File: config.mk
export PLATFORM = sky130hd
export DESIGN_NAME = uart_tx_core_flat
export DESIGN_NICKNAME = d
export VERILOG_FILES = /design/src/rtl/uart_tx_core_if.sv /design/src/rtl/uart_tx_core.sv /design/src/flat_wrapper.sv
export SDC_FILE = /design/constraint.sdc
export NUM_CORES = 1
export LEC_CHECK = 0
export ABC_AREA = 1
export CAP_MARGIN = 20
export CORE_ASPECT_RATIO = 1.5
export CORE_UTILIZATION = 56
export DETAILED_ROUTE_END_ITERATION = 8
export PLACE_DENSITY = 0.77
export SYNTH_ARGS = -nofsm -noshare
export SYNTH_HDL_FRONTEND = slang
export SYNTH_SLANG_ARGS = --single-unit
File: constraint.sdc
create_clock -name ref_clk -period 2.15 [get_ports ref_clk]
set_clock_uncertainty 0.15 [all_clocks]
set_input_delay 0.43 -clock ref_clk [delete_from_list [all_inputs] [get_ports ref_clk]]
set_output_delay 0.43 -clock ref_clk [all_outputs]
set_load 0.02 [all_outputs]
File: src/rtl/uart_tx_core_if.sv
// Host-side bundle for uart_tx_core: request/data/parity in, line and completion out.
// master = host logic driving requests; slave = the transmitter core.
// Optional port tx_busy exists only when TX_BUSY_EN is defined.
//
// Signals:
//   parity     host->core  parity mode (0 = odd, 1 = even), sampled on accept
//   transmit   host->core  level-sensitive transmit request, sampled in IDLE
//   data_in    host->core  byte to send, sampled on accept
//   serial_out core->host  TX line, idles high
//   tx_done    core->host  one-cycle pulse at frame completion
//   tx_busy    core->host  high while a frame is pending or in flight (TX_BUSY_EN)
interface uart_tx_core_if;
   logic       parity;
   logic       transmit;
   logic [7:0] data_in;
   logic       serial_out;
   logic       tx_done;
`ifdef TX_BUSY_EN
   logic       tx_busy;

   modport master (
      output parity,
      output transmit,
      output data_in,
      input  serial_out,
      input  tx_done,
      input  tx_busy
   );

   modport slave (
      input  parity,
      input  transmit,
      input  data_in,
      output serial_out,
      output tx_done,
      output tx_busy
   );
`else
   modport master (
      output parity,
      output transmit,
      output data_in,
      input  serial_out,
      input  tx_done
   );

   modport slave (
      input  parity,
      input  transmit,
      input  data_in,
      output serial_out,
      output tx_done
   );
`endif
endinterface

File: src/rtl/uart_tx_core.sv
// UART transmitter with built-in baud divider: start, 8 data LSB-first, parity, 2 stop bits.
// Latency: start-bit edge 1..DIV ref_clk cycles after a request is accepted; frame = 12*DIV cycles.
// Backpressure: requests are only sampled in IDLE; transmit/data_in/parity are ignored mid-frame.
//
// Optional feature macro: TX_BUSY_EN (adds bus.tx_busy).
//
// Ports:
//   ref_clk  reference clock, all state updates on the rising edge
//   reset    asynchronous active-high reset
//   bus      uart_tx_core_if.slave (parity, transmit, data_in, serial_out, tx_done[, tx_busy])
//
// Parameters:
//   CLK_FREQ reference clock frequency in Hz
//   BAUD     line bit rate in bits/s
//   DIV      ref_clk cycles per bit (CLK_FREQ/BAUD), must be >= 2
module uart_tx_core #(
   parameter int CLK_FREQ = 150000,
   parameter int BAUD     = 300,
   parameter int DIV      = CLK_FREQ / BAUD
) (
   input  logic           ref_clk,
   input  logic           reset,
   uart_tx_core_if.slave  bus
);

   // Counter width; guarded so a degenerate DIV still elaborates.
   localparam int            CW     = (DIV > 1) ? $clog2(DIV) : 1;
   localparam logic [CW-1:0] C_LAST = CW'(DIV - 1);

   typedef enum logic [2:0] {
      S_IDLE,
      S_PEND,
      S_START,
      S_DATA,
      S_PAR,
      S_STOP1,
      S_STOP2
   } state_t;

   // ------------------------------------------------------------------
   // State and datapath registers
   // ------------------------------------------------------------------
   state_t        r_state;
   state_t        w_state_nxt;

   logic [CW-1:0] r_baud_cnt;
   logic          w_tick;

   logic [7:0]    r_shift;
   logic [7:0]    w_shift_nxt;

   logic [2:0]    r_bit_cnt;
   logic [2:0]    w_bit_cnt_nxt;

   logic          r_par_bit;
   logic          w_par_bit_nxt;

   logic          r_serial_out;
   logic          w_serial_nxt;

   logic          r_tx_done;
   logic          w_tx_done_nxt;

   // ------------------------------------------------------------------
   // Baud generator: free-running, never re-aligned to a request. That
   // is why a new frame waits in PEND for the next tick, giving the
   // 1..DIV cycle acceptance-to-start latency.
   // ------------------------------------------------------------------
   assign w_tick = (r_baud_cnt == C_LAST);

   always_ff @(posedge ref_clk or posedge reset) begin
      if (reset) begin
         r_baud_cnt <= '0;
      end else if (w_tick) begin
         r_baud_cnt <= '0;
      end else begin
         r_baud_cnt <= r_baud_cnt + CW'(1);
      end
   end

   // ------------------------------------------------------------------
   // FSM state and datapath registers
   // ------------------------------------------------------------------
   always_ff @(posedge ref_clk or posedge reset) begin
      if (reset) begin
         r_state      <= S_IDLE;
         r_shift      <= '0;
         r_bit_cnt    <= '0;
         r_par_bit    <= 1'b0;
         r_serial_out <= 1'b1;
         r_tx_done    <= 1'b0;
      end else begin
         r_state      <= w_state_nxt;
         r_shift      <= w_shift_nxt;
         r_bit_cnt    <= w_bit_cnt_nxt;
         r_par_bit    <= w_par_bit_nxt;
         r_serial_out <= w_serial_nxt;
         r_tx_done    <= w_tx_done_nxt;
      end
   end

   // ------------------------------------------------------------------
   // Next-state and next-output logic
   // ------------------------------------------------------------------
   always_comb begin
      w_state_nxt   = r_state;
      w_shift_nxt   = r_shift;
      w_bit_cnt_nxt = r_bit_cnt;
      w_par_bit_nxt = r_par_bit;
      w_tx_done_nxt = 1'b0;

      unique case (r_state)
         S_IDLE: begin
            if (bus.transmit) begin
               w_shift_nxt   = bus.data_in;
               // Odd mode: bit makes total ones odd; even mode: makes it even.
               w_par_bit_nxt = bus.parity ? (^bus.data_in) : (~^bus.data_in);
               w_bit_cnt_nxt = 3'd0;
               w_state_nxt   = S_PEND;
            end
         end
         S_PEND: begin
            if (w_tick) begin
               w_state_nxt = S_START;
            end
         end
         S_START: begin
            if (w_tick) begin
               w_bit_cnt_nxt = 3'd0;
               w_state_nxt   = S_DATA;
            end
         end
         S_DATA: begin
            if (w_tick) begin
               w_shift_nxt = {1'b0, r_shift[7:1]};
               if (r_bit_cnt == 3'd7) begin
                  w_bit_cnt_nxt = 3'd0;
                  w_state_nxt   = S_PAR;
               end else begin
                  w_bit_cnt_nxt = r_bit_cnt + 3'd1;
               end
            end
         end
         S_PAR: begin
            if (w_tick) begin
               w_state_nxt = S_STOP1;
            end
         end
         S_STOP1: begin
            if (w_tick) begin
               w_state_nxt = S_STOP2;
            end
         end
         S_STOP2: begin
            if (w_tick) begin
               w_tx_done_nxt = 1'b1;
               w_state_nxt   = S_IDLE;
            end
         end
         default: begin
            w_state_nxt = S_IDLE;
         end
      endcase
   end

   // The line level is derived from the *next* state so the registered
   // serial_out changes on the same edge as the state, with no extra
   // cycle of skew between FSM and pin.
   always_comb begin
      w_serial_nxt = 1'b1;
      unique case (w_state_nxt)
         S_START: w_serial_nxt = 1'b0;
         S_DATA:  w_serial_nxt = w_shift_nxt[0];
         S_PAR:   w_serial_nxt = w_par_bit_nxt;
         default: w_serial_nxt = 1'b1;
      endcase
   end

   // ------------------------------------------------------------------
   // Outputs
   // ------------------------------------------------------------------
   assign bus.serial_out = r_serial_out;
   assign bus.tx_done    = r_tx_done;

`ifdef TX_BUSY_EN
   // Falls on the same edge that raises tx_done since both follow the
   // STOP2 -> IDLE transition.
   assign bus.tx_busy = (r_state != S_IDLE);
`endif

endmodule

File: src/flat_wrapper.sv
// flat-port wrapper written by rule: the top's interface ports become plain ports
module uart_tx_core_flat 
#(
   parameter int CLK_FREQ = 150000,
   parameter int BAUD     = 300,
   parameter int DIV      = CLK_FREQ / BAUD
)
  (ref_clk, reset, bus_parity, bus_transmit, bus_data_in, bus_serial_out, bus_tx_done);
  uart_tx_core_if bus_i ();
  input  logic ref_clk;
  input  logic reset;
  input wire logic [$bits(bus_i.parity)-1:0] bus_parity;
  input wire logic [$bits(bus_i.transmit)-1:0] bus_transmit;
  input wire logic [$bits(bus_i.data_in)-1:0] bus_data_in;
  output wire logic [$bits(bus_i.serial_out)-1:0] bus_serial_out;
  output wire logic [$bits(bus_i.tx_done)-1:0] bus_tx_done;
  assign bus_i.parity = bus_parity;
  assign bus_i.transmit = bus_transmit;
  assign bus_i.data_in = bus_data_in;
  assign bus_serial_out = bus_i.serial_out;
  assign bus_tx_done = bus_i.tx_done;
  uart_tx_core #(.CLK_FREQ(CLK_FREQ), .BAUD(BAUD), .DIV(DIV)) u_core (.ref_clk(ref_clk), .reset(reset), .bus(bus_i));
endmodule
**Word-level counts from Yosys, hierarchy flattened**

Cells that the tools add are included.

- Register bits: 26
- Input port bits: 12
- Output and inout bits: 2
- Word-level logic and storage cells: 55

- Add/sub/neg operators: 2
- Equality and inequality tests: 14
- Muxes and demuxes: 24
- Reduce and logical (&&, ||, !) cells: 7

Operators by type and width:

| kind | count |
|---|---|
| $mux 3 | 12 |
| $pmux 3 s7 | 1 |
| $mux 8 | 2 |
| $pmux 8 s2 | 1 |
| $eq 3x3->1 const B | 5 |
| $eq 3x2->1 const B | 4 |
| $add 9x1->9 const B | 1 |
| $eq 9x9->1 const B | 1 |
| $mux 9 | 1 |
| $pmux 3 s3 | 1 |
| $reduce_xnor 8->1 | 1 |
| $reduce_xor 8->1 | 1 |
| $mux 1 | 5 |
| $ne 2x1->1 const B | 2 |
| $reduce_and 4->1 | 1 |
| $add 3x1->3 const B | 1 |
| $eq 3x1->1 const B | 1 |
| $logic_not 3->1 | 1 |
| $pmux 1 s3 | 1 |
| $reduce_and 3->1 | 1 |
| $reduce_bool 3->1 | 1 |
| $ne 2x2->1 const B | 1 |
| $reduce_bool 2->1 | 1 |

**Depth between registers and ports, before layout**

Gate-level depths: netlist of the first run.

- Depth after elaboration: 6
- Depth in mapped cells: 13
- Mapped depth without buffers: 12

**Worst setup path after synthesis of the first run**

OpenSTA, ideal clock, no wires.

- Path kind: reg-to-reg
- Start point: register u_core.r_baud_cnt[0]
- End point: register u_core.r_serial_out (netlist: u_core.bus.serial_out)
- Arrival time: 1.459 ns
- Required time: 1.922 ns
- Path slack: 0.463 ns
- Stages on the path, launching flop included: 13
- Path through: dfrtp_1 ha_1 nand2_1 nor2_1 nand2_2 buf_6 nand2_1 nand2_1 inv_1 nor2_1 nand2_1 nor2_1 a21oi_2

- Cells in the longest elaborated chain, start to end: 5
- Elaborated cells between the ends (all ways): 14

RTL lines:

| item | line | text |
|---|---|---|
| from (decl) | uart_tx_core.sv:46 | `logic [CW-1:0] r_baud_cnt;` |
| from (signal assigned) | uart_tx_core.sv:77 | `r_baud_cnt <= r_baud_cnt + CW'(1);` |
| $eq 9x9->1 (*) | uart_tx_core.sv:69 | `assign w_tick = (r_baud_cnt == C_LAST);` |
| $mux 3 (tied with other cells) | uart_tx_core.sv:155 | `if (w_tick) begin` |
| $pmux 3 s7 | uart_tx_core.sv:112 | `unique case (r_state)` |
| $eq 3x3->1 or $eq 3x2->1 (tied branches) | uart_tx_core.sv:171 | `unique case (w_state_nxt)` |
| $pmux 1 s3 (*) | uart_tx_core.sv:171 |  |
| net u_core.w_serial_nxt | uart_tx_core.sv:59 | `logic w_serial_nxt;` |
| to (signal assigned) | uart_tx_core.sv:97 | `r_serial_out <= w_serial_nxt;` |
| to (decl) | uart_tx_core.sv:58 | `logic r_serial_out;` |

Mark *: on every way through the listed nets, which the timed path passes. The rest lies on a longest branch. The select of a mux whose other input is x is not followed.
A chain may end at the register's enable or synchronous reset.

**Worst setup path in the final report of the first run**

- Start point: register u_core.r_serial_out (netlist: u_core.bus.serial_out)
- End point: output bus_serial_out

RTL lines:

| item | line | text |
|---|---|---|
| to (decl) | flat_wrapper.sv:15 | `output wire logic [$bits(bus_i.serial_out)-1:0] bus_serial_out;` |

No word-level cell between the ends.

==> metrics, run 1 <==
status complete, no violations; cts hold-fix bufs 0; vias per inst 5.312; top-count cell post-synth nand2_1; GR Util met3 0.01671; final setup fails 0; syn nets 206; Post-synth EDFFs 0; post-synth cell types 27; DR iter-0 viols 32; Pwr Total 0.9082 mW; Clk Latency, worst-skew pair 330 ps; Starting Density 0.5949; CP max FO 1; CTS buffer count 3; Max Root-Sink Buffers 2; relative slew slack 0.7811; Max stage delay cell, worst path clkdlybuf4s50_1; Worst-path clk slew 150 ps; Critical Path Stages 1; Area contributors post-synth dfrtp_1 (42%), nand2_1 (15%), nand3_1 (6.5%); ys flop type dfrtp_1; antenna violations before repair 0; GP Congestion 0.8296; RR Endpoint u_core.bus.serial_out; Critical Path End Type output port; Power Density 539.7 nW/um2; Post-DRT Antenna Nets 0; r2r setup slk 220 ps; VDD IR max 334.3 uV; Worst EP required 1570 ps; DIE AREA 2845 um2; CP startpoint u_core.bus.serial_out; M1 GR Usage 0.2381; Hold Crit Class in2async; area leader, netlist dfrtp_1; Die Height 64.83 um; Die X 43.89 um; Max Clk Rate 489.7 MHz; GRT Total Usage 0.2411; kind of critical path reg2out; WP buf/inv 1; routed wire length 2846 um; synthesis-to-layout area growth 14.18%; # IOs 14; Worst-Margin Slew 328.3 ps; Pins Over Slew Limit 0; reg2reg path depth 10; final hold vios 0; Post-Syn Area 1474 um2; HPWL after DPL 2171 um; share of cells above drive strength 1 0.1353; first-pass GRT wire length 5050 um; core area 2477 um2; Tmin final 2042 ps; cell-by-cell trace of the critical path clkdlybuf4s50_1; critical path's largest stage delay 590 ps; Fillers 213; Wirelength per Cell 12.32 um; register area share after synthesis 0.4423; Synth Instances 191; multi-input logic area 701.9 um2; worst setup path end bus_serial_out; leakage power 0.8880 nW; ys async rst share 1.000; Setup crit start kind flip-flop; Yosys Warn Count 0; Fin Hold WS 271.0 ps; Synth top cells by count nand2_1 (59), dfrtp_1 (25), inv_1 (23), nand3_1 (19), nor2_1 (15); ant diodes 0; count of state elements after synthesis 26; Layout Nets 223; IO Port Bufs 13; clk root buf clkbuf_4; Pre-Repair DR Iteration Count 4; post-route setup TNS 0 ps; routing usage on met2 0.4851; grt ovf 0; Final period util 0.9498; RSZ-0062 raised after global routing false; htree depth 1; post-synth top area share 0.4244; DRC viols 0; syn avg cell area 7.717 um2; Vias 1227; crit path DAT 1460 ps; total clock sinks 26; max cap viols 0; register area 651.9 um2; largest net degree at the start of global routing 27; vias in the first global route 1218; CP top delay family buffers and inverters; Placement Rows 22; CTS tree built; most used routing layer met2; Critical R2R Launch u_core.r_baud_cnt[0]
[report_power, final]
group / switching, mW / leakage [nW] / internal, mW
registers: 0.000817 / 0.301 / 0.492
logic: 0.0357 / 0.559 / 0.0338
clock network: 0.157 / 0.0279 / 0.189
total: 0.193 / 0.888 / 0.715
[flip-flops by register name, summed over array words and instances, names as in the netlist]
name                   cells
u_core.bus.serial_out      1
u_core.r_state             3
u_core.r_bit_cnt           3
u_core.r_par_bit           1
u_core.r_shift             8
u_core.bus.tx_done         1
u_core.r_baud_cnt          9
[layer usage]
layer | up-vias | part of all wire | wire length [um]
li1 | 627 | - | -
met4 | 0 | 0.018 | 52
met5 | - | 0 | 0
met3 | 5 | 0.024 | 67
met2 | 26 | 0.56 | 1600
met1 | 569 | 0.40 | 1125
[cells in the final DEF, fill, tap and decap left out]
master,instances
dfstp_2,1
nand2_4,1
a31oi_1,1
nand3_1,19
a22o_1,1
nor2_8,1
nand3_2,2
ha_1,3
or2_1,1
xor2_1,4
dfrtp_1,25
buf_4,2
nor2_1,14
nand4_1,2
o211ai_1,1
inv_1,23
or2_2,1
a21oi_1,5
nand2_2,6
clkbuf_4,3
inv_2,4
bufinv_16,1
a21oi_2,2
nand2_1,59
nor2_2,3
o21ai_1,3
o21ai_0,2
nor2_4,1
xnor2_1,3
clkdlybuf4s50_1,13
[tightest hold or removal path, stage by stage]
cell and delay, ps:
clkdlybuf4s50_1 390, inv_1 50, buf_4 300
[layout make-up]
class	count	area share
clock inverters	1	0.01784
multi-input cells	135	0.4171
repair buffers	15	0.08625
flip-flops and latches	26	0.3874
clock buffers	3	0.01338
well taps	24	0.01784
inverters	27	0.06022
[how the worst min path moves through the flow]
stage | start | endpoint
CTS | reset | u_core.r_bit_cnt[0]
finish | reset | u_core.r_bit_cnt[0]
global placement | u_core.r_baud_cnt[0] | u_core.r_baud_cnt[0]
global route | reset | u_core.r_bit_cnt[0]
floorplan | u_core.r_baud_cnt[0] | u_core.r_baud_cnt[0]
detailed placement | u_core.r_baud_cnt[0] | u_core.r_baud_cnt[0]
[through the flow]
stage          cell area, um2    util  std cells  setup WS (ps)
6_report                 1683  0.6793        231          107.9
5_1_grt                  1683  0.6793        231          59.83
4_1_cts                  1675  0.6763        231          103.9
3_5_place_dp             1623  0.6551        227          181.0
3_3_place_gp             1623  0.6551        227          264.6
2_1_floorplan            1474       -        191          462.7
[logic make-up after synthesis]
kind of cell / after synthesis / share of synthesized area
and+or+nand+nor: 110 / 0.3430
buffers and inverters: 30 / 0.08658
DFF: 26 / 0.4423
AOI/OAI and AO/OA: 15 / 0.06112
xor gates and xnor gates: 7 / 0.04160
adders and majority gates: 3 / 0.02547
[timing repair]
item / in CTS / in global routing
setup endpoints to repair: 0 / 1
resized for setup: 0 / 2
buffers inserted: 0 / 0
Power figures use the tool's default switching activity.
==> run 2, diff against run 1 <==
--- a/config.mk
+++ b/config.mk
@@ -8,9 +8,9 @@
 export ABC_AREA = 1
 export CAP_MARGIN = 20
 export CORE_ASPECT_RATIO = 1.5
-export CORE_UTILIZATION = 56
+export CORE_UTILIZATION = 45
 export DETAILED_ROUTE_END_ITERATION = 8
-export PLACE_DENSITY = 0.77
+export PLACE_DENSITY = 0.64
 export SYNTH_ARGS = -nofsm -noshare
 export SYNTH_HDL_FRONTEND = slang
 export SYNTH_SLANG_ARGS = --single-unit
==> metrics, run 2 (same netlist as run 1, synthesis figures left out) <==
CTS tree built; post-route setup TNS 0 ps (unchanged); Tmin final 1965 ps (-77.18 ps); RSZ-0062 raised after global routing false; Pins Over Slew Limit 0 (unchanged); Starting Density 0.4712 (-0.1237); cts hold-fix bufs 0 (unchanged); sequential power share 0.559 (+0.016); synthesis-to-layout area growth 15.70%; critical path's largest stage delay 590 ps (about the same); total clock sinks 26 (unchanged); sw frac 0.2170 (+0.003921); CP top delay family buffers and inverters; ant diodes 0 (unchanged); Psw 0.1910 mW (-1.3%); post-CTS setup buffer count 0 (unchanged); CP max FO 1 (unchanged); Worst EP required 1570 ps (about the same); WP buf/inv 1 (unchanged); grt ovf 0 (unchanged); GP Congestion 0.8058 (-2.9%); first-pass GRT wire length 5043 um (-0.14%); Die Height 72.09 um (+11%); # IOs 14 (unchanged); Die X 48.73 um (+11%); biggest regs u_core.r_baud_cnt: 9 flops, u_core.r_shift: 8 flops; cell-by-cell trace of the critical path clkdlybuf4s50_1; IO Port Bufs 13 (unchanged); antenna violations before repair 0 (unchanged); Layout Utilization 0.5452 (-0.1341); Worst-path clk slew 90 ps (-60 ps); final hold vios 0 (unchanged); Layout Nets 223 (unchanged); vias per inst 4.988 (-6.1%); fin area 1705 um2 (+1.3%); Clk Latency, worst-skew pair 270 ps (-60 ps); Vias 1232 (+0.41%); max FFs per register 9 (unchanged); Setup crit start kind flip-flop; share of cells above drive strength 1 0.1353 (unchanged); reg2reg path depth 10 (unchanged); commonest cells after routing, fill and taps aside nand2_1 (59), dfrtp_1 (25), inv_1 (23); max cap viols 0 (unchanged); htree depth 1 (unchanged); Max stage delay cell, worst path clkdlybuf4s50_1; Post-DRT Antenna Nets 0 (unchanged); final setup fails 0 (unchanged); Critical Path End Type output port; Power Density 516.2 nW/um2 (-4.3%); vias in the first global route 1208 (-0.82%); routed wire length 2747 um (-3.5%); clk root buf clkbuf_8; Placement Rows 25 (+14%); CTS buffer count 3 (unchanged); cell internal pwr 0.6893 mW (-3.6%); GRT Total Usage 0.1903 (-0.05088); Max Clk Rate 508.9 MHz (+3.9%); Max Root-Sink Buffers 2 (unchanged); Hold Path Depth 1; Clock power frac 0.363 (-0.018); Pre-Repair DR Iteration Count 4 (unchanged); Wirelength per Cell 11.12 um (-9.7%); relative slew slack 0.7818 (about the same); DRC viols 0 (unchanged); DIE AREA 3513 um2 (+23%); crit path DAT 1380 ps (-80 ps); PostCTS Resize Cnt 0 (unchanged); HPWL after DPL 2190 um (+0.87%); Final period util 0.9139 (-0.03590); leakage power 0.8888 nW (about the same); largest net degree at the start of global routing 27 (unchanged); core area 3128 um2 (+26%); VDD IR max 360.1 uV (+7.7%); kind of critical path reg2out; Critical Path Stages 1 (unchanged); most common cell after layout, fill and taps aside nand2_1; Hold Crit Class reg2reg; Worst-Margin Slew 327.4 ps (-0.9807 ps); Biggest register u_core.r_baud_cnt; status complete, no violations; placed inst area 1643 um2 (+1.2%); DR iter-0 viols 31 (-3.1%); Pwr Total 0.8803 mW (-3.1%); Logic pwr share 0.078 (+0.002)
## run 2: path summary, 6_finish.rpt
path	slack, ps	startpoint	endpoint
setup / recovery	190	u_core.bus.serial_out	bus_serial_out
hold / removal	320	u_core.r_baud_cnt[0]	u_core.r_baud_cnt[0]
setup reg to reg	260	u_core.r_baud_cnt[0]	u_core.bus.serial_out
hold reg to reg	320	u_core.r_baud_cnt[0]	u_core.r_baud_cnt[0]
max in group asynchronous	1210	reset	u_core.bus.serial_out
min in group asynchronous	340	reset	u_core.r_baud_cnt[8]
## run 2: area by class of cell
| class | instances | area, um2 |
|---|---|---|
| fill | 306 | 1423 |
| sequential | 26 | 651.9 |
| clock buffer | 4 | 55.05 |
| multi-input combinational | 135 | 701.9 |
| timing repair buffer | 15 | 145.1 |
| inverter | 27 | 101.3 |
| tap | 40 | 50.05 |
## run 2: routing by layer
layer / part of all wire / global-route usage / up-vias
li1: - / - / 626
met1: 0.39 / 0.1900 / 580
met2: 0.56 / 0.3688 / 22
met3: 0.025 / 0.02725 / 4
met4: 0.025 / 0.1078 / 0
met5: 0 / 0 / -
## run 2: power by group through the flow
| stage | sequential, mW | clock (mW) | combinational, mW |
|---|---|---|---|
| 6_report | 0.492 | 0.319 | 0.0685 |
| 5_1_grt | 0.493 | 0.338 | 0.0803 |
| 4_1_cts | 0.493 | 0.324 | 0.0705 |
| 3_5_place_dp | 0.502 | 0 | 0.0701 |
| 3_3_place_gp | 0.502 | 0 | 0.0689 |
| 2_1_floorplan | 0.502 | 0 | 0.0366 |
## run 2: stage by stage
step	instances	hold WS [ps]	setup WS (ps)
finish	247	316.6	185.0
global route	247	333.7	25.80
CTS	247	322.0	169.9
detailed placement	243	310.1	178.0
global placement	243	292.5	251.5
floorplan	191	280.4	462.7
==> run 3, diff against run 2 <==
--- a/config.mk
+++ b/config.mk
@@ -9,6 +9,7 @@
 export CAP_MARGIN = 20
 export CORE_ASPECT_RATIO = 1.5
 export CORE_UTILIZATION = 45
+export CTS_CLUSTER_SIZE = 25
 export DETAILED_ROUTE_END_ITERATION = 8
 export PLACE_DENSITY = 0.64
 export SYNTH_ARGS = -nofsm -noshare
==> results of run 3 <==
The final DEF is identical to that of run 2; final timing and power are the same.
==> patch: new RTL, config.mk and constraints of run 3 <==
`BAUD` is set to 300 in 2 places; all go to 600.
--- a/src/rtl/uart_tx_core.sv
+++ b/src/rtl/uart_tx_core.sv
@@ -15,7 +15,7 @@
 //   DIV      ref_clk cycles per bit (CLK_FREQ/BAUD), must be >= 2
 module uart_tx_core #(
    parameter int CLK_FREQ = 150000,
-   parameter int BAUD     = 300,
+   parameter int BAUD     = 600,
    parameter int DIV      = CLK_FREQ / BAUD
 ) (
    input  logic           ref_clk,
--- a/src/flat_wrapper.sv
+++ b/src/flat_wrapper.sv
@@ -2,7 +2,7 @@
 module uart_tx_core_flat 
 #(
    parameter int CLK_FREQ = 150000,
-   parameter int BAUD     = 300,
+   parameter int BAUD     = 600,
    parameter int DIV      = CLK_FREQ / BAUD
 )
   (ref_clk, reset, bus_parity, bus_transmit, bus_data_in, bus_serial_out, bus_tx_done);
Behaviour: no difference found for any inputs over 10 cycles, from zero or initial values and one cycle with reset high; that may be too few to reach the edited logic, so the function may still have changed.
==> patch against run 3 <==
Worst setup slack improved by 0.013 ns; final area rose by 3.7%; hold slack improved by 0.016 ns; sequential power fell by 4%; synthesized cell count rose by 12%; synthesized area rose by 5.5%; total power fell by 4.6%; routed wire length rose by 16%; sequential cell count fell by 1; critical endpoint unchanged.
==> patch: results (changes against run 3) <==
Drt
  • Final WL: 3200 um (+16%)
  • TritonRoute pass-1 iters: 4 (unchanged)
  • WL per Instance: 11.9 um (+6.9%)
  • Via density per instance: 5.16 (+3.4%)
  • DRT iter0 DRCs: 27 (-13%)

Power
  • Leakage: 0.000910 uW (+2.4%)
  • Switching Fraction: 0.234 (+0.0174)
  • VDD IR-drop max: 0.000285 V (-21%)

Yosys
  • Post-Synthesis Net Count: 229 (+11%)
  • Post-synthesis sequential area ratio: 0.403 (-0.0392)
  • Synthesized instance count: 213 (+12%)
  • Cell variety after synth: 30 (+11%)
  • Most frequent cells after synthesis: 63 x nand2_1, 31 x inv_1, 24 x dfrtp_1
  • Synth area leader: dfrtp_1
  • Largest cells by area after synthesis: dfrtp_1 39%, nand2_1 15%, inv_1 7.5%

CTS
  • Hold_buf cts: 0 (unchanged)
  • Htree depth: 1 (unchanged)
  • Bufs on Longest Clock Path: 2 (unchanged)
  • CTS clk-pin slew, worst paths: 0.09 ns (about the same)
  • Root buffer cell: clkbuf_8
  • Worst-Skew Late Latency: 0.26 ns
  • CTS Buf Count: 3 (unchanged)
  • Post-CTS setup buffers: 0 (unchanged)

Worst setup path
  • CP max-delay cell: clkdlybuf4s50_1
  • Largest stage delay on the critical path: 0.59 ns (about the same)
  • Worst Path Max Fanout: 1 (unchanged)
  • Crit path max-delay family: buffers and inverters
  • CP arrival: 1.37 ns

Placed design
  • Port bufs: 13 (unchanged)
  • Post-DP HPWL: 2510 um (+15%)
  • Placed instance count: 265 (+9.1%)
  • GPL Wtd Cong: 0.876 (+8.7%)

Final layout
  • Largest registers: u_core.r_baud_cnt: 8 flops, u_core.r_shift: 8 flops
  • Antenna cells: 0 (unchanged)
  • Share of layout cells above drive strength 1: 0.140 (+0.00447)
  • Final net count: 246 (+10%)
  • Fillers: 326 (+6.5%)

Outcome
  • Outcome: finished, final reports clean

GRT
  • First-pass GRT wire length: 5620 um (+12%)
  • Total GRT Usage: 0.198 (+0.00818)
  • Largest net degree at the start of global routing: 26 (-3.7%)
  • Vias in the first global route: 1338 (+11%)

Timing
  • Slew margin rel.: 0.786 (+0.00388)
==> patch: changes by cell type in the layout (fill, tap and decap cells not counted), moves of 5 or more <==
| cell | run 3 | this run |
|---|---|---|
| inv_1 | 23 | 31 |
| nand3_1 | 19 | 11 |
| o211ai_1 | 1 | 6 |
| o21ai_0 | 2 | 8 |
==> patch: cell families (layout without fill, tap and decap cells) <==
| family | after synthesis | after routing | share of synthesized area |
|---|---|---|---|
| AOI/OAI and AO/OA | 28 | 28 | 0.109 |
| adders and majority gates | 4 | 4 | 0.0322 |
| buffers and inverters | 40 | 56 | 0.106 |
| DFF | 25 | 25 | 0.403 |
| and+or+nand+nor | 116 | 116 | 0.349 |
==> patch: per-layer routing <==
metal | global-route usage | vias to the layer above | share of wire
met5 | 0 | - | 0
met4 | 0.0762 | 0 | 0.013
met3 | 0.0123 | 4 | 0.016
met2 | 0.390 | 17 | 0.56
met1 | 0.218 | 668 | 0.41
li1 | - | 699 | -
==> patch: worst paths after layout <==
check                                           startpoint                         endpoint  slack [ns]  cells after the start
setup / recovery           u_core.bus.serial_out$_DFF_PP1_                   bus_serial_out        0.20                      1
hold / removal                 u_core.r_shift[0]$_DFF_PP0_      u_core.r_shift[0]$_DFF_PP0_        0.33                      2
setup reg to reg            u_core.r_baud_cnt[1]$_DFF_PP0_  u_core.bus.serial_out$_DFF_PP1_        0.20                     11
hold reg to reg                u_core.r_shift[0]$_DFF_PP0_      u_core.r_shift[0]$_DFF_PP0_        0.33                      2
max in group asynchronous                            reset  u_core.bus.serial_out$_DFF_PP1_        1.20                      3
min in group asynchronous                            reset   u_core.r_baud_cnt[0]$_DFF_PP0_        0.36                      3
==> patch: layout make-up <==
type,count,area share
flip-flops and latches,25,0.354
multi-input cells,148,0.431
clock buffers,4,0.0255
inverters,37,0.0785
repair buffers,15,0.0820
well taps,40,0.0283
==> patch: per-stage QoR <==
| step | setup slack (ns) | area (um^2) |
|---|---|---|
| 2_1_floorplan | 0.540 | 1560 |
| 3_3_place_gp | 0.233 | 1720 |
| 3_5_place_dp | 0.163 | 1720 |
| 4_1_cts | 0.188 | 1770 |
| 5_1_grt | 0.000233 | 1770 |
| 6_report | 0.198 | 1770 |
==> patch: power groups by stage <==
stage	logic (uW)	registers (uW)	clock network [uW]
final	88.8	474	277
after global routing	103	475	301
after CTS	90.4	475	281
after detailed placement	90.1	484	0
after global placement	85.0	484	0
after floorplan	50.6	484	0
